[src/rtl/rggen_bridge_pkg.sv]
// Shared types, response codes and strobe expansion for the AXI4-Lite host bridge.
package rggen_bridge_pkg;

    typedef enum logic [2:0] {
        StIdle,
        StWriteAccess,
        StReadAccess,
        StWriteResponse,
        StReadResponse
    } bridge_state_e;

    localparam logic [1:0] RESP_OKAY   = 2'b00;
    localparam logic [1:0] RESP_SLVERR = 2'b10;

    // Each strobe bit covers one byte lane; the result is sized for the widest
    // supported bus and the caller truncates to its own data width.
    function automatic logic [63:0] expand_strobe(input logic [7:0] strb,
                                                  input int unsigned data_width);
        logic [63:0] mask;
        mask = '0;
        for (int i = 0; i < 64; i++) begin
            if (i < int'(data_width)) begin
                mask[i] = strb[i / 8];
            end
        end
        return mask;
    endfunction

endpackage

[src/rtl/rggen_axi4lite_host_bridge_if.sv]
// AXI4-Lite channel bundle between the interconnect (master) and the bridge (slave).
interface rggen_axi4lite_host_bridge_if #(
    parameter int ADDRESS_WIDTH = 16,
    parameter int DATA_WIDTH    = 32
);
    logic                      awvalid;
    logic                      awready;
    logic [ADDRESS_WIDTH-1:0]  awaddr;
    logic                      wvalid;
    logic                      wready;
    logic [DATA_WIDTH-1:0]     wdata;
    logic [DATA_WIDTH/8-1:0]   wstrb;
    logic                      bvalid;
    logic                      bready;
    logic [1:0]                bresp;
    logic                      arvalid;
    logic                      arready;
    logic [ADDRESS_WIDTH-1:0]  araddr;
    logic                      rvalid;
    logic                      rready;
    logic [DATA_WIDTH-1:0]     rdata;
    logic [1:0]                rresp;

    modport master (
        output awvalid, awaddr, wvalid, wdata, wstrb, bready, arvalid, araddr, rready,
        input  awready, wready, bvalid, bresp, arready, rvalid, rdata, rresp
    );

    modport slave (
        input  awvalid, awaddr, wvalid, wdata, wstrb, bready, arvalid, araddr, rready,
        output awready, wready, bvalid, bresp, arready, rvalid, rdata, rresp
    );
endinterface

[src/rtl/rggen_access_watchdog.sv]
// Access timeout counter: cleared when an access starts, counts while enabled,
// flags expiry on the last permitted cycle. Fully tied off when TIMEOUT_CYCLES is 0.
module rggen_access_watchdog #(
    parameter int unsigned TIMEOUT_CYCLES = 0
) (
    input  logic clk,
    input  logic rst_n,
    input  logic i_clear,
    input  logic i_enable,
    output logic o_expire
);
    if (TIMEOUT_CYCLES == 0) begin : g_disabled
        logic w_unused;
        assign w_unused = ^{clk, rst_n, i_clear, i_enable};
        assign o_expire = 1'b0;
    end else begin : g_enabled
        localparam int unsigned CW = (TIMEOUT_CYCLES > 1) ? $clog2(TIMEOUT_CYCLES) : 1;
        logic [CW-1:0] r_count;

        assign o_expire = i_enable && (r_count == CW'(TIMEOUT_CYCLES - 1));

        // Count access cycles; hold at the limit so expiry stays a single decision point
        always_ff @(posedge clk or negedge rst_n) begin
            if (!rst_n) begin
                r_count <= '0;
            end else if (i_clear) begin
                r_count <= '0;
            end else if (i_enable && !o_expire) begin
                r_count <= r_count + 1'b1;
            end
        end
    end
endmodule

[src/rtl/rggen_axi4lite_host_bridge.sv]
// AXI4-Lite slave that serialises reads and writes into single register-bus accesses.
module rggen_axi4lite_host_bridge
    import rggen_bridge_pkg::*;
#(
    parameter int ADDRESS_WIDTH  = 16,
    parameter int DATA_WIDTH     = 32,
    parameter int TIMEOUT_CYCLES = 0
) (
    input  logic                      clk,
    input  logic                      rst_n,
    rggen_axi4lite_host_bridge_if.slave axi,
    output logic                      o_req_valid,
    output logic                      o_req_write,
    output logic [ADDRESS_WIDTH-1:0]  o_req_address,
    output logic [DATA_WIDTH-1:0]     o_req_write_data,
    output logic [DATA_WIDTH-1:0]     o_req_write_mask,
    input  logic                      i_resp_valid,
    input  logic [1:0]                i_resp_status,
    input  logic [DATA_WIDTH-1:0]     i_resp_read_data
);
    localparam int LSB = $clog2(DATA_WIDTH / 8);
    localparam logic [ADDRESS_WIDTH-1:0] LOW_MASK = ADDRESS_WIDTH'((1 << LSB) - 1);

    bridge_state_e r_state;
    bridge_state_e w_state_next;
    logic          r_priority_write;
    logic          r_write;
    logic [ADDRESS_WIDTH-1:0] r_address;
    logic [DATA_WIDTH-1:0]    r_write_data;
    logic [DATA_WIDTH-1:0]    r_write_mask;
    logic [1:0]               r_status;
    logic [DATA_WIDTH-1:0]    r_read_data;

    logic w_idle;
    logic w_write_eligible;
    logic w_read_eligible;
    logic w_grant_write;
    logic w_grant_read;
    logic w_in_access;
    logic w_expire;
    logic w_access_done;
    logic w_resp_done;
    logic [DATA_WIDTH-1:0] w_mask;

    // Readies are combinational from IDLE and forced low while reset is held
    always_comb begin
        w_idle           = (r_state == StIdle) && rst_n;
        w_write_eligible = axi.awvalid && axi.wvalid;
        w_read_eligible  = axi.arvalid;
        w_grant_write    = w_idle && w_write_eligible && (r_priority_write || !w_read_eligible);
        w_grant_read     = w_idle && w_read_eligible && (!r_priority_write || !w_write_eligible);
        w_in_access      = (r_state == StWriteAccess) || (r_state == StReadAccess);
        w_access_done    = w_in_access && (i_resp_valid || w_expire);
        w_resp_done      = ((r_state == StWriteResponse) && axi.bready) ||
                           ((r_state == StReadResponse) && axi.rready);
        w_mask           = DATA_WIDTH'(expand_strobe(8'(axi.wstrb), DATA_WIDTH));
    end

    assign axi.awready      = w_grant_write;
    assign axi.wready       = w_grant_write;
    assign axi.arready      = w_grant_read;
    assign axi.bvalid       = (r_state == StWriteResponse);
    assign axi.bresp        = r_status;
    assign axi.rvalid       = (r_state == StReadResponse);
    assign axi.rresp        = r_status;
    assign axi.rdata        = r_read_data;
    assign o_req_valid      = w_in_access;
    assign o_req_write      = r_write;
    assign o_req_address    = r_address;
    assign o_req_write_data = r_write_data;
    assign o_req_write_mask = r_write_mask;

    rggen_access_watchdog #(
        .TIMEOUT_CYCLES (TIMEOUT_CYCLES)
    ) u_watchdog (
        .clk      (clk),
        .rst_n    (rst_n),
        .i_clear  (w_grant_write || w_grant_read),
        .i_enable (w_in_access),
        .o_expire (w_expire)
    );

    // Next-state decode
    always_comb begin
        w_state_next = r_state;
        unique case (r_state)
            StIdle: begin
                if (w_grant_write) begin
                    w_state_next = StWriteAccess;
                end else if (w_grant_read) begin
                    w_state_next = StReadAccess;
                end
            end
            StWriteAccess:   if (w_access_done) w_state_next = StWriteResponse;
            StReadAccess:    if (w_access_done) w_state_next = StReadResponse;
            StWriteResponse: if (axi.bready)    w_state_next = StIdle;
            StReadResponse:  if (axi.rready)    w_state_next = StIdle;
            default:         w_state_next = StIdle;
        endcase
    end

    // State, request capture, response capture and fairness flag
    always_ff @(posedge clk or negedge rst_n) begin
        if (!rst_n) begin
            r_state          <= StIdle;
            r_priority_write <= 1'b1;
            r_write          <= 1'b0;
            r_address        <= '0;
            r_write_data     <= '0;
            r_write_mask     <= '0;
            r_status         <= RESP_OKAY;
            r_read_data      <= '0;
        end else begin
            r_state <= w_state_next;
            if (w_grant_write) begin
                r_write      <= 1'b1;
                r_address    <= axi.awaddr & ~LOW_MASK;
                r_write_data <= axi.wdata;
                r_write_mask <= w_mask;
            end else if (w_grant_read) begin
                r_write      <= 1'b0;
                r_address    <= axi.araddr & ~LOW_MASK;
                r_write_data <= '0;
                r_write_mask <= '0;
            end
            // A real response beats a coincident timeout
            if (w_access_done) begin
                r_status    <= i_resp_valid ? i_resp_status : RESP_SLVERR;
                r_read_data <= (i_resp_valid && (i_resp_status == RESP_OKAY)) ?
                               i_resp_read_data : '0;
            end
            if (w_resp_done) begin
                r_priority_write <= ~r_priority_write;
            end
        end
    end
endmodule

[src/flat_wrapper.sv]
// flat-port wrapper written by rule: the top's interface ports become plain ports
module rggen_axi4lite_host_bridge_flat import rggen_bridge_pkg::*;
#(
    parameter int ADDRESS_WIDTH  = 16,
    parameter int DATA_WIDTH     = 32,
    parameter int TIMEOUT_CYCLES = 0
)
  (clk, rst_n, o_req_valid, o_req_write, o_req_address, o_req_write_data, o_req_write_mask, i_resp_valid, i_resp_status, i_resp_read_data, axi_awvalid, axi_awaddr, axi_wvalid, axi_wdata, axi_wstrb, axi_bready, axi_arvalid, axi_araddr, axi_rready, axi_awready, axi_wready, axi_bvalid, axi_bresp, axi_arready, axi_rvalid, axi_rdata, axi_rresp);
  rggen_axi4lite_host_bridge_if #(.ADDRESS_WIDTH(ADDRESS_WIDTH), .DATA_WIDTH(DATA_WIDTH)) axi_i ();
  input  logic clk;
  input  logic rst_n;
  output logic o_req_valid;
  output logic o_req_write;
  output logic [ADDRESS_WIDTH-1:0] o_req_address;
  output logic [DATA_WIDTH-1:0] o_req_write_data;
  output logic [DATA_WIDTH-1:0] o_req_write_mask;
  input  logic i_resp_valid;
  input  logic [1:0] i_resp_status;
  input  logic [DATA_WIDTH-1:0] i_resp_read_data;
  input wire logic [$bits(axi_i.awvalid)-1:0] axi_awvalid;
  input wire logic [$bits(axi_i.awaddr)-1:0] axi_awaddr;
  input wire logic [$bits(axi_i.wvalid)-1:0] axi_wvalid;
  input wire logic [$bits(axi_i.wdata)-1:0] axi_wdata;
  input wire logic [$bits(axi_i.wstrb)-1:0] axi_wstrb;
  input wire logic [$bits(axi_i.bready)-1:0] axi_bready;
  input wire logic [$bits(axi_i.arvalid)-1:0] axi_arvalid;
  input wire logic [$bits(axi_i.araddr)-1:0] axi_araddr;
  input wire logic [$bits(axi_i.rready)-1:0] axi_rready;
  output wire logic [$bits(axi_i.awready)-1:0] axi_awready;
  output wire logic [$bits(axi_i.wready)-1:0] axi_wready;
  output wire logic [$bits(axi_i.bvalid)-1:0] axi_bvalid;
  output wire logic [$bits(axi_i.bresp)-1:0] axi_bresp;
  output wire logic [$bits(axi_i.arready)-1:0] axi_arready;
  output wire logic [$bits(axi_i.rvalid)-1:0] axi_rvalid;
  output wire logic [$bits(axi_i.rdata)-1:0] axi_rdata;
  output wire logic [$bits(axi_i.rresp)-1:0] axi_rresp;
  assign axi_i.awvalid = axi_awvalid;
  assign axi_i.awaddr = axi_awaddr;
  assign axi_i.wvalid = axi_wvalid;
  assign axi_i.wdata = axi_wdata;
  assign axi_i.wstrb = axi_wstrb;
  assign axi_i.bready = axi_bready;
  assign axi_i.arvalid = axi_arvalid;
  assign axi_i.araddr = axi_araddr;
  assign axi_i.rready = axi_rready;
  assign axi_awready = axi_i.awready;
  assign axi_wready = axi_i.wready;
  assign axi_bvalid = axi_i.bvalid;
  assign axi_bresp = axi_i.bresp;
  assign axi_arready = axi_i.arready;
  assign axi_rvalid = axi_i.rvalid;
  assign axi_rdata = axi_i.rdata;
  assign axi_rresp = axi_i.rresp;
  rggen_axi4lite_host_bridge #(.ADDRESS_WIDTH(ADDRESS_WIDTH), .DATA_WIDTH(DATA_WIDTH), .TIMEOUT_CYCLES(TIMEOUT_CYCLES)) u_core (.clk(clk), .rst_n(rst_n), .axi(axi_i), .o_req_valid(o_req_valid), .o_req_write(o_req_write), .o_req_address(o_req_address), .o_req_write_data(o_req_write_data), .o_req_write_mask(o_req_write_mask), .i_resp_valid(i_resp_valid), .i_resp_status(i_resp_status), .i_resp_read_data(i_resp_read_data));
endmodule
[config.mk]
export PLATFORM = sky130hd
export DESIGN_NAME = rggen_axi4lite_host_bridge_flat
export DESIGN_NICKNAME = d
export VERILOG_FILES = /design/src/rtl/rggen_bridge_pkg.sv /design/src/rtl/rggen_axi4lite_host_bridge_if.sv /design/src/rtl/rggen_access_watchdog.sv /design/src/rtl/rggen_axi4lite_host_bridge.sv /design/src/flat_wrapper.sv
export SDC_FILE = /design/constraint.sdc
export NUM_CORES = 1
export LEC_CHECK = 0
export BUFFER_PORTS_ARGS = -buffer_cell sky130_fd_sc_hd__buf_2
export CAP_MARGIN = 10
export CORE_ASPECT_RATIO = 0.8
export CORE_MARGIN = 5
export CORE_UTILIZATION = 45
export DETAILED_ROUTE_END_ITERATION = 10
export PLACE_DENSITY = 0.83
export SLEW_MARGIN = 20
export SYNTH_ARGS = -nofsm -noshare
export SYNTH_HDL_FRONTEND = slang
export SYNTH_SLANG_ARGS = --single-unit
[constraint.sdc]
create_clock -name clk -period 5.2 [get_ports clk]
set_input_delay 1.04 -clock clk [delete_from_list [all_inputs] [get_ports clk]]
set_output_delay 1.04 -clock clk [all_outputs]
set_load 0.02 [all_outputs]
**After elaboration in Yosys (flattened, before gate mapping)**

Cells that the tools add are included.

- Muxes and demuxes: 16
- Equal/unequal tests: 9
- Bitwise gates (word level): 1
- Reduce and logical (&&, ||, !) cells: 21

Operators by type and width:

| kind | number |
|---|---|
| $mux 32 | 4 |
| $mux 16 | 2 |
| $mux 3 | 6 |
| $pmux 3 s5 | 1 |
| $logic_and 1x1->1 | 10 |
| $eq 3x2->1 const B | 2 |
| $reduce_and 5->1 | 1 |
| $logic_or 1x1->1 | 4 |
| $ne 2x1->1 const B | 2 |
| $ne 2x2->1 const B | 2 |
| $eq 3x1->1 const B | 1 |
| $eq 3x3->1 const B | 1 |
| $logic_not 1->1 | 3 |
| $logic_not 3->1 | 1 |
| $ne 3x3->1 const B | 1 |
| $logic_not 2->1 | 1 |
| $mux 1 | 2 |
| $mux 2 | 1 |
| $reduce_bool 2->1 | 1 |
| $not 1->1 | 1 |

- Input bits: 110
- Register bits: 119

**Depth between registers and ports, before layout**

Gate-level depths: netlist of the first run.

- Depth in word-level cells: 7
- Gate-level depth with buffers: 7
- Mapped depth without buffers: 4

**By module**

Synthesis of the first run repeated with hierarchy kept, for this count alone.

- Cell total of the unflattened synthesis: 375
- Area, all modules: 4043.9 µm²

By module, submodules not included:

| module | cells each | times used | seq. area each (µm²) | area an instance (µm²) |
|---|---|---|---|---|
| rggen_axi4lite_host_bridge | 373 | 1 | 2228.4 | 4032.6 |
| rggen_access_watchdog | 2 | 1 | 0.0 | 11.3 |

**Least setup slack after synthesis of the first run**

No wires, ideal clock.

- Kind: in2out
- Start point: input rst_n
- End point: output axi_wready
- Cell stages on the path: 4
- Data arrival time: 1.919 ns
- Path slack: 2.241 ns
- Data required time: 4.160 ns
- Cells stage by stage: nor4b_4 > and3_2 > buf_2 > buf_4

- Cells in the longest elaborated chain, start to end: 3

RTL lines:

| item | RTL line | text |
|---|---|---|
| start: declaration | flat_wrapper.sv:11 | `input logic rst_n;` |
| $logic_and 1x1->1 | rggen_axi4lite_host_bridge.sv:47 | `w_idle = (r_state == StIdle) && rst_n;` |
| $logic_and 1x1->1 (2 in series) | rggen_axi4lite_host_bridge.sv:50 | `w_grant_write = w_idle && w_write_eligible && (r_priority_write \|\| !w_read_eligible);` |
| end: declaration | flat_wrapper.sv:30 | `output wire logic [$bits(axi_i.wready)-1:0] axi_wready;` |

No other way between the ends.

**Worst setup path after layout of the first run**

- Start point: input rst_n
- End point: output axi_awready

- Cells in the longest elaborated chain, start to end: 3

RTL lines:

| item | RTL line | text |
|---|---|---|
| $logic_and 1x1->1 | rggen_axi4lite_host_bridge.sv:47 |  |
| $logic_and 1x1->1 (2 in series) | rggen_axi4lite_host_bridge.sv:50 |  |
| end: declaration | flat_wrapper.sv:29 | `output wire logic [$bits(axi_i.awready)-1:0] axi_awready;` |

No other way between the ends.

==> summary.txt, run 1 <==
Timing
  • Fmax: 337 MHz
  • Clock skew: 0.00841 ns
  • RSZ-0062 raised after global routing: false
  • Final Hold Viols: 0
  • Setup TNS: 0 ns
  • Final setup viols: 0
  • Final Max Tran Viols: 0
  • Relative slew margins: 0.412
  • Measured slew at the worst slew-check pin: 0.882 ns
  • Tmin final: 2.97 ns
  • Final worst-path cycle share: 0.571

Yosys
  • Adder-Cell Fraction of Synth Area: 0
  • Largest family of logic cells by synthesized area: simple AND/OR/NAND/NOR gates
  • Yosys cell types: 35
  • Register area share after synthesis: 0.570
  • Mapped Area: 3910 sq um
  • Ranking of synthesized cells by area: dfrtp_1 (56%), nand2_1 (8.2%), a22o_1 (8.1%), buf_4 (7.1%), nand3_1 (4.1%)
  • Post-Syn Area per Cell: 10.8 sq um
  • Synth Area in Simple Gates: 0.160
  • Synth top area share: 0.563
  • Most used DFF post-synth: dfrtp_1
  • Post-Synth XOR/XNOR Area: 0.00448
  • Async SR Flop Fraction: 1.00
  • Synth Area in Compound Gates: 0.118
  • Mux contribution to synthesized area: 0.0384
  • Syn. warnings: 0
  • EDFF count, synth: 0
  • Cell taking the most area after synthesis: dfrtp_1
  • Synthesized instance count: 362
  • Post-synthesis register bit count: 89

Route
  • Antenna-violating nets left: 0
  • Vias per cell: 4.88
  • Vias: 3245
  • Detailed Route Iter0 Violations: 67
  • Drt drc: 0
  • Drt pass-1 iters: 4
  • Post-Route WL: 10100 um
  • WL/cell: 15.2 um

Global route
  • Global-route total usage across every layer: 0.184
  • Vias in the first global route: 3228
  • Global-route wire length before repair: 15900 um
  • Largest net degree at the start of global routing: 52
  • Initial antenna violation count: 0
  • GR Overflow Total: 0

Clock tree
  • Worst-Skew Late Latency: 0.34 ns
  • Clk sinks: 89
  • Post-cts sizing count: 0
  • Post-CTS setup buffers: 0
  • H-tree depth: 3
  • CTS tree: built
  • Root Buffer: clkbuf_8
  • CTS max path bufs: 2
  • TritonCTS buffer count: 9
  • Worst-path clk slew: 0.10 ns
  • Cts-stage hold buffer count: 0

Finish
  • Net count, final: 658
  • Commonest non-fill, non-tap cell in the layout: buf_2
  • Post-route insts no fill: 665
  • Area delta synth->final: 28.5%
  • Core Util, Final: 0.593
  • Share of layout cells above drive strength 1: 0.465
  • Commonest cells after routing, fill and taps aside: buf_2 (225), dfrtp_1 (88), nand2_1 (85), a22o_1 (36), nand3_1 (32)
  • Final design instance area without fill: 5030 sq um
  • Diodes inserted: 0

Power
  • Leakage: 2.96 nW
  • Worst vdd ir: 386 uV
  • Pwr Density: 603 nW/um^2

Placed design
  • Detailed placement HPWL: 7720 um
  • Placed Instances: 649
  • Buffers added on ports: 226
  • Post-Place Cell Area: 4840 sq um
  • RD Place Congestion: 0.797

Critical path
  • CP Max Fanout: 3
  • FF-to-FF path depth: 5
  • Kind of end point of the critical path: primary output
  • Crit path kind: in -> out
  • Crit path DAT: 1.93 ns
  • Worst EP required: 4.16 ns
  • Setup crit start kind: primary input

Floorplan
  • Row cnt: 30
  • Die ar.: 10700 sq um
  • Die Wd: 114 um
  • Top-level port count: 233
  • Die H: 93.4 um
  • Initial core utilization: 0.461
  • Core Area: 8480 sq um

Hold path
  • Hold Path Depth: 2
  • Hold crit path type: reg -> reg

Status
  • Status: finished clean

Job
  • MaxCap Viol Count: 0
-- synthesized netlist by cell type (2+ instances only) --
master,n
a22o_1,36
and2_1,3
nand3_1,32
clkbuf_1,9
mux2i_1,15
nor2_1,2
o21ai_0,15
buf_2,4
buf_6,8
buf_4,37
nand3b_1,3
nand2_1,85
a31oi_1,2
a21oi_1,2
xnor2_1,2
dfrtp_1,88
-- routing by layer --
| layer | track usage | part of all wire |
|---|---|---|
| met4 | 0.0455 | 0.011 |
| met2 | 0.305 | 0.48 |
| met5 | 0 | 0 |
| met3 | 0.0750 | 0.11 |
| met1 | 0.223 | 0.40 |
-- worst paths after layout --
| kind | from | to | slack [ns] |
|---|---|---|---|
| min in group asynchronous | rst_n | u_core.axi.rdata[30]$_DFFE_PN0P_ | 0.78 |
| worst max-delay path | rst_n | axi_awready | 2.23 |
| worst min register to register | u_core.axi.rdata[2]$_DFFE_PN0P_ | u_core.axi.rdata[2]$_DFFE_PN0P_ | 0.47 |
| worst min-delay path | u_core.axi.rdata[2]$_DFFE_PN0P_ | u_core.axi.rdata[2]$_DFFE_PN0P_ | 0.47 |
| worst max register to register | u_core.r_state[0]$_DFFE_PN0P_ | u_core.r_state[1]$_DFFE_PN0P_ | 3.16 |
| max in group asynchronous | rst_n | u_core.o_req_address[11]$_DFFE_PN0P_ | 3.41 |
-- flip-flops by register name (all words and copies together), names as in the netlist --
register and count:
u_core.axi.bresp 2, u_core.o_req_write_data 32, u_core.r_priority_write 1, u_core.axi.rdata 32, u_core.o_req_write 1, u_core.o_req_write_mask 4
u_core.o_req_address 14, u_core.r_state 3
-- cells by family (layout without fill, tap and decap cells) --
family / count (synthesis) / count (layout)
AND/OR/NAND/NOR: 135 / 135
flip-flops: 89 / 89
AO/OA/AOI/OAI: 61 / 61
buffers and inverters: 59 / 249
multiplexers: 15 / 15
XOR/XNOR: 2 / 2
other: 1 / 2
-- power breakdown --
part | switching, mW | internal [mW] | total, mW
logic | 0.939 | 0.499 | 1.44
registers | 0.190 | 0.961 | 1.15
clock network | 0.261 | 0.182 | 0.443
total | 1.39 | 1.64 | 3.03
-- final cells by class --
class | instances | area (sq um)
Inverter | 1 | 3.75
Clock buffer | 9 | 124
Sequential cell | 89 | 2230
Fill cell | 723 | 3450
Tap cell | 112 | 140
Clock inverter | 7 | 65.1
Multi-Input combinational cell | 215 | 1280
Timing Repair Buffer | 232 | 1190
-- critical path, stage by stage --
cell and delay (ns):
buf_4 0.10, nor4b_4 0.31, and3_2 0.30, buf_2 0.18
-- through the flow --
step	total power [mW]	worst slack, ns	hold slack [ns]
3_3_place_gp	2.56	2.21	0.444
6_report	3.03	2.23	0.468
5_1_grt	3.22	2.15	0.494
3_5_place_dp	2.62	2.20	0.450
4_1_cts	3.07	2.20	0.472
2_1_floorplan	2.24	2.24	0.475
No activity file was read; power rests on OpenSTA's default activity.
==> run 2, diff against run 1 <==
- ABC_AREA: default -> 1
- CORE_UTILIZATION: 45 -> 40
- PLACE_DENSITY: 0.83 -> 0.76
- clock period: 5.2 -> 2.5 ns (I/O delays scaled with it)
==> summary.txt, run 2 <==
Finish
  • Commonest non-fill, non-tap cell in the layout: buf_2
  • Commonest cells after routing, fill and taps aside: buf_2 (225), nand2_1 (187), dfrtp_1 (88), nand3_1 (54), o21ai_0 (30)
  • Share of layout cells above drive strength 1: 0.374 (-0.0905)
  • Area delta synth->final: 30.6%
  • Diodes inserted: 0 (unchanged)
  • Core Util, Final: 0.531 (-0.0622)
  • Post-route insts no fill: 832 (+25%)
  • FILL cells: 988 (+37%)
  • Net count, final: 797 (+21%)

Critical path
  • Crit path DAT: 1.52 ns (-0.41 ns)
  • Crit-path max cell delay: 0.43 ns (+0.12 ns)
  • Worst Path Buf+Inv: 2 (unchanged)
  • Crit path kind: reg -> out
  • Worst R2R Setup Slack: 0.71 ns (-2.45 ns)
  • CP max-delay cell: dfrtp_1
  • Setup crit start kind: register
  • Kind of end point of the critical path: primary output
  • FF-to-FF path depth: 8 (+3)
  • Reg-to-Reg Start: u_core.r_state[0]$_DFFE_PN0P_
  • CP Max Fanout: 8 (+5)
  • Crit path max-delay family: simple AND/OR/NAND/NOR gates
  • Worst EP required: 2.00 ns (-2.16 ns)
  • Reg2reg end: u_core.o_req_address[8]$_DFFE_PN0P_
  • Crit-path cells: nor2_2 -> nand2_2 -> nor2_2 -> nand2_2 -> inv_4 -> buf_2

Timing
  • Hold slack: 0.166 ns (-0.302 ns)
  • Final worst-path cycle share: 0.809
  • Measured slew at the worst slew-check pin: 0.825 ns (-0.0578 ns)
  • Final setup viols: 0 (unchanged)
  • Clock skew: 0.00439 ns (-0.00402 ns)
  • Tmin final: 2.02 ns
  • Setup TNS: 0 ns (unchanged)
  • Final Max Tran Viols: 0 (unchanged)
  • Fmax: 495 MHz
  • Relative slew margins: 0.450 (+0.0385)
  • RSZ-0062 raised after global routing: false
  • Final Hold Viols: 0 (unchanged)

Floorplan
  • Initial core utilization: 0.406 (-0.0549)
  • Core Area: 10200 sq um (+20%)
  • Top-level port count: 233 (unchanged)
  • Row cnt: 33 (+10%)
  • Die Wd: 124 um (+8.4%)
  • Die H: 101 um (+8.2%)
  • Die ar.: 12500 sq um (+17%)

Power
  • Pwr Density: 1200 nW/um^2 (+98%)
  • Internal: 3.72 mW (+130%)
  • Switching share of power: 0.425 (-0.0339)
  • Comb pwr share: 0.434 (-0.040)
  • Net Switching: 2.75 mW (+98%)
  • Overall power: 6.47 mW (+110%)
  • Leakage: 3.24 nW (+9.6%)
  • Sequential fraction of design power: 0.358 (-0.022)
  • Worst vdd ir: 609 uV (+58%)
  • Clock network power share: 0.208 (+0.062)

Yosys
  • Most used DFF post-synth: dfrtp_1
  • Mapped Area: 4140 sq um (+5.9%)
  • Async SR Flop Fraction: 1.00 (unchanged)
  • Synthesized instance count: 500 (+38%)
  • Yosys cell types: 24 (-31%)
  • Count leader, synth: nand2_1
  • Syn. warnings: 0 (unchanged)
  • Synth top area share: 0.531 (-0.0314)
  • Post-Syn Area per Cell: 8.29 sq um (-23%)
  • Cell taking the most area after synthesis: dfrtp_1
  • Register area share after synthesis: 0.538 (-0.0318)
  • Post-synthesis register bit count: 89 (unchanged)
  • Post-synth top cells: nand2_1 (189), dfrtp_1 (88), nand3_1 (54)
  • EDFF count, synth: 0 (unchanged)
  • Ranking of synthesized cells by area: dfrtp_1 (53%), nand2_1 (17%), buf_4 (6.5%), nand3_1 (6.5%), o21ai_0 (3.6%)

Global route
  • Initial antenna violation count: 0 (unchanged)
  • Met3 Use GR: 0.0724 (-0.00264)
  • Global-route wire length before repair: 17300 um (+9.1%)
  • GR Overflow Total: 0 (unchanged)
  • Vias in the first global route: 3614 (+12%)
  • Largest net degree at the start of global routing: 68 (+31%)
  • Grt met1 use: 0.213 (-0.0107)
  • Busiest layer in global routing: met2
  • Met2 Usage GRT: 0.288 (-0.0167)
  • Global-route total usage across every layer: 0.176 (-0.00812)

Placed design
  • Placed Instances: 816 (+26%)
  • RD Place Congestion: 0.767 (-3.8%)
  • Buffers added on ports: 226 (unchanged)
  • Detailed placement HPWL: 8440 um (+9.2%)

Clock tree
  • Worst-path clk slew: 0.06 ns (-0.04 ns)
  • H-tree depth: 3 (unchanged)
  • Clk sinks: 89 (unchanged)
  • Post-CTS setup buffers: 0 (unchanged)
  • Worst-Skew Late Latency: 0.32 ns (-0.02 ns)
  • CTS tree: built
  • Post-cts sizing count: 0 (unchanged)
  • Root Buffer: clkbuf_16
  • CTS max path bufs: 2 (unchanged)
  • TritonCTS buffer count: 9 (unchanged)
  • Cts-stage hold buffer count: 0 (unchanged)

Route
  • Antenna-violating nets left: 0 (unchanged)
  • WL/cell: 13.3 um (-13%)
  • Detailed Route Iter0 Violations: 219 (+230%)
  • Post-Route WL: 11100 um (+9.4%)
  • Drt pass-1 iters: 4 (unchanged)
  • Vias per cell: 4.58 (-6.2%)
  • Drt drc: 0 (unchanged)
  • Vias: 3810 (+17%)

Status
  • Status: finished clean

Job
  • MaxCap Viol Count: 0 (unchanged)

Hold path
  • Hold crit path type: in -> async
run 2: changes by cell type after synthesis, sizes merged, moves of 20 or more:
cell,before,now
nor2,2,22
o21ai,16,48
nand2,85,192
a22o,36,0
inv,1,26
nand3,32,54
run 2: how the worst max path moves through the flow:
stage               slack [ns]  cells after the start                          start                                   end
floorplan                 0.66                      8  u_core.r_state[1]$_DFFE_PN0P_                            axi_wready
global placement          0.57                     11                    axi_awvalid  u_core.o_req_address[11]$_DFFE_PN0P_
detailed placement        0.53                     11                    axi_awvalid   u_core.o_req_address[8]$_DFFE_PN0P_
CTS                       0.44                      6  u_core.r_state[1]$_DFFE_PN0P_                           axi_awready
global route              0.33                      6  u_core.r_state[0]$_DFFE_PN0P_                           axi_awready
finish                    0.48                      6  u_core.r_state[0]$_DFFE_PN0P_                           axi_awready
run 2: layout make-up:
cell class                 count  area [sq um]  share of cell area
tap                          140           175              0.0324
multi-input combinational    325          1400               0.258
sequential                    89          2230               0.412
inverter                      26           100              0.0185
clock inverter                 2          37.5             0.00694
clock buffer                  14           264              0.0488
timing repair buffer         236          1210               0.223
run 2: cells by family after synthesis:
| group | Yosys count | synth area share |
|---|---|---|
| AND/OR/NAND/NOR | 271 | 0.268 |
| flip-flops | 89 | 0.538 |
| XOR/XNOR | 1 | 0.00211 |
| other | 1 | 0.000905 |
| AO/OA/AOI/OAI | 51 | 0.0625 |
| buffers and inverters | 87 | 0.129 |
run 2: power groups by stage:
stage,combinational [mW],sequential (mW),clock (mW)
after CTS,2.86,2.32,1.40
final,2.81,2.32,1.34
after global routing,3.10,2.39,1.46
after global placement,2.81,2.30,0
after detailed placement,2.86,2.33,0
after floorplan,1.46,2.93,0
run 2: routing by layer:
metal  vias to the layer above  routed length, um
met4                         0                140
li1                       1911                  -
met1                      1707               4440
met3                        13               1380
met5                         -                  0
met2                       179               5130
run 2: metrics by stage:
step	instance area, sq um	setup WS, ns
after floorplan	4150	0.656
after global placement	5110	0.566
after detailed placement	5110	0.527
after CTS	5410	0.437
after global routing	5410	0.331
final	5410	0.478
==> run 3, diff against run 2 <==
- ABC_AREA: 1 -> 0
- CORE_UTILIZATION: 40 -> 44
- PLACE_DENSITY: 0.76 -> 0.81
- clock period: 2.5 -> 2 ns (I/O delays scaled with it)
==> summary.txt, run 3 (synthesized netlist as in run 1, its figures left out) <==
Critical path
  • FF-to-FF path depth: 5 (-3)
  • CP Max Fanout: 4 (-4)
  • Reg2reg end: u_core.o_req_write_data[22]$_DFFE_PN0P_
  • Worst R2R Setup Slack: 0.20 ns (-0.51 ns)
  • Kind of end point of the critical path: primary output
  • CP Launch Point: u_core.r_state[1]$_DFFE_PN0P_
  • Crit path to: axi_awready
  • Reg-to-Reg Start: u_core.r_state[1]$_DFFE_PN0P_
  • Setup crit start kind: register
  • Crit path kind: reg -> out
  • Crit path DAT: 1.51 ns (about the same)
  • Worst EP required: 1.60 ns (-0.40 ns)

Route
  • Detailed Route Iter0 Violations: 160 (-27%)
  • Drt drc: 0 (unchanged)
  • Drt pass-1 iters: 4 (unchanged)
  • Post-Route WL: 10700 um (-3.5%)
  • Vias per cell: 4.98 (+8.8%)
  • Vias: 3359 (-12%)
  • WL/cell: 15.9 um (+19%)
  • Antenna-violating nets left: 0 (unchanged)

Timing
  • Hold slack: 0.0945 ns (-0.0716 ns)
  • Final worst-path cycle share: 0.957
  • Fmax: 522 MHz
  • Setup TNS: 0 ns (unchanged)
  • Final Hold Viols: 0 (unchanged)
  • Relative slew margins: 0.508 (+0.0577)
  • Clock skew: 0.0185 ns (+0.0141 ns)
  • Tmin final: 1.91 ns
  • Final setup viols: 0 (unchanged)
  • RSZ-0062 raised after global routing: true
  • Measured slew at the worst slew-check pin: 0.738 ns (-0.0865 ns)
  • PnR worst setup slack: 0.0857 ns (-0.392 ns)
  • Final Max Tran Viols: 0 (unchanged)

Placed design
  • Detailed placement HPWL: 7960 um (-5.7%)
  • Buffers added on ports: 226 (unchanged)
  • Post-Place Cell Area: 4890 sq um (-4.3%)
  • Placed Instances: 655 (-20%)
  • Pre-CTS setup slack: 0.177 ns (-0.350 ns)
  • RD Place Congestion: 0.763 (-0.51%)

Clock tree
  • TritonCTS buffer count: 9 (unchanged)
  • CTS tree: built
  • Worst-Skew Late Latency: 0.35 ns (+0.03 ns)
  • CTS max path bufs: 2 (unchanged)
  • Root Buffer: clkbuf_8
  • Worst-path clk slew: 0.08 ns (+0.02 ns)
  • Clk sinks: 89 (unchanged)
  • H-tree depth: 3 (unchanged)

Power
  • Pwr Density: 1620 nW/um^2 (+35%)
  • Leakage: 3.05 nW (-6.1%)
  • Worst vdd ir: 1130 uV (+85%)

Floorplan
  • Die H: 94.3 um (-6.6%)
  • Row cnt: 30 (-9.1%)
  • Top-level port count: 233 (unchanged)
  • Core Area: 8600 sq um (-16%)
  • Die ar.: 10900 sq um (-13%)
  • Die Wd: 115 um (-6.8%)
  • Initial core utilization: 0.455 (+0.0488)

Hold path
  • Hold crit path type: in -> async

Status
  • Status: finished clean

Finish
  • Final design instance area without fill: 5190 sq um (-4.1%)
  • Reg area: 2230 sq um (unchanged)
  • Share of layout cells above drive strength 1: 0.473 (+0.0990)
  • FILL cells: 732 (-26%)
  • Diodes inserted: 0 (unchanged)
  • Post-route insts no fill: 674 (-19%)
  • Commonest non-fill, non-tap cell in the layout: buf_2
  • Commonest cells after routing, fill and taps aside: buf_2 (222), dfrtp_1 (88), nand2_1 (85), a22o_1 (36), nand3_1 (32)
  • Area occupied by multi-input gates: 1290 sq um (-7.5%)
  • Net count, final: 667 (-16%)
  • Area delta synth->final: 32.6%

Global route
  • Global-route wire length before repair: 16500 um (-4.6%)
  • Initial antenna violation count: 1 (+1)
  • Vias in the first global route: 3307 (-8.5%)
  • GR Overflow Total: 0 (unchanged)
  • Largest net degree at the start of global routing: 65 (-4.4%)
  • Global-route total usage across every layer: 0.190 (+0.0144)

Job
  • MaxCap Viol Count: 0 (unchanged)
run 3: area by class of cell:
| class | instances | area share |
|---|---|---|
| Clock buffer | 9 | 0.0239 |
| Tap cell | 112 | 0.0270 |
| Inverter | 1 | 0.000724 |
| Sequential cell | 89 | 0.430 |
| Clock inverter | 7 | 0.0241 |
| Timing Repair Buffer | 241 | 0.246 |
| Multi-Input combinational cell | 215 | 0.249 |
run 3: critical path: stages (launching register included):
cell	delay [ns]
dfrtp_1	0.42
nor4b_4	0.35
and3_4	0.29
buf_6	0.13
run 3: worst min-delay path by stage:
stage	to	cells after the start
after global routing	u_core.axi.rdata[23]$_DFFE_PN0P_	2
after CTS	u_core.axi.rdata[17]$_DFFE_PN0P_	2
after global placement	u_core.axi.rdata[23]$_DFFE_PN0P_	2
final	u_core.r_state[1]$_DFFE_PN0P_	2
after floorplan	u_core.axi.bresp[0]$_DFFE_PN0P_	0
after detailed placement	u_core.axi.rdata[8]$_DFFE_PN0P_	2
run 3: power by group:
part | total (mW) | switching (mW) | internal (mW)
sequential | 2.94 | 0.439 | 2.50
combinational | 3.94 | 2.55 | 1.39
clock | 1.51 | 0.662 | 0.843
run 3: metrics by stage:
stage | power (mW) | utilization
floorplan | 5.82 | -
global placement | 6.77 | 0.569
detailed placement | 6.90 | 0.569
CTS | 8.46 | 0.602
global route | 8.93 | 0.603
finish | 8.39 | 0.603
run 3: metal layers:
layer / global-route usage / vias to the layer above / routed length [um] / share of wire
li1: - / 1587 / - / -
met4: 0.0528 / 2 / 142 / 0.013
met3: 0.0705 / 15 / 1030 / 0.096
met5: 0 / - / 18 / 0.0017
met2: 0.298 / 160 / 5130 / 0.48
met1: 0.249 / 1595 / 4380 / 0.41
run 3: repair_timing:
action | 4_1_cts | 5_1_grt
pin swaps | 2 | 2
hold buffers | 0 | 0
setup buffers | 2 | 1
resized for setup | 6 | 1
endpoints found under the setup margin | 3 | 4
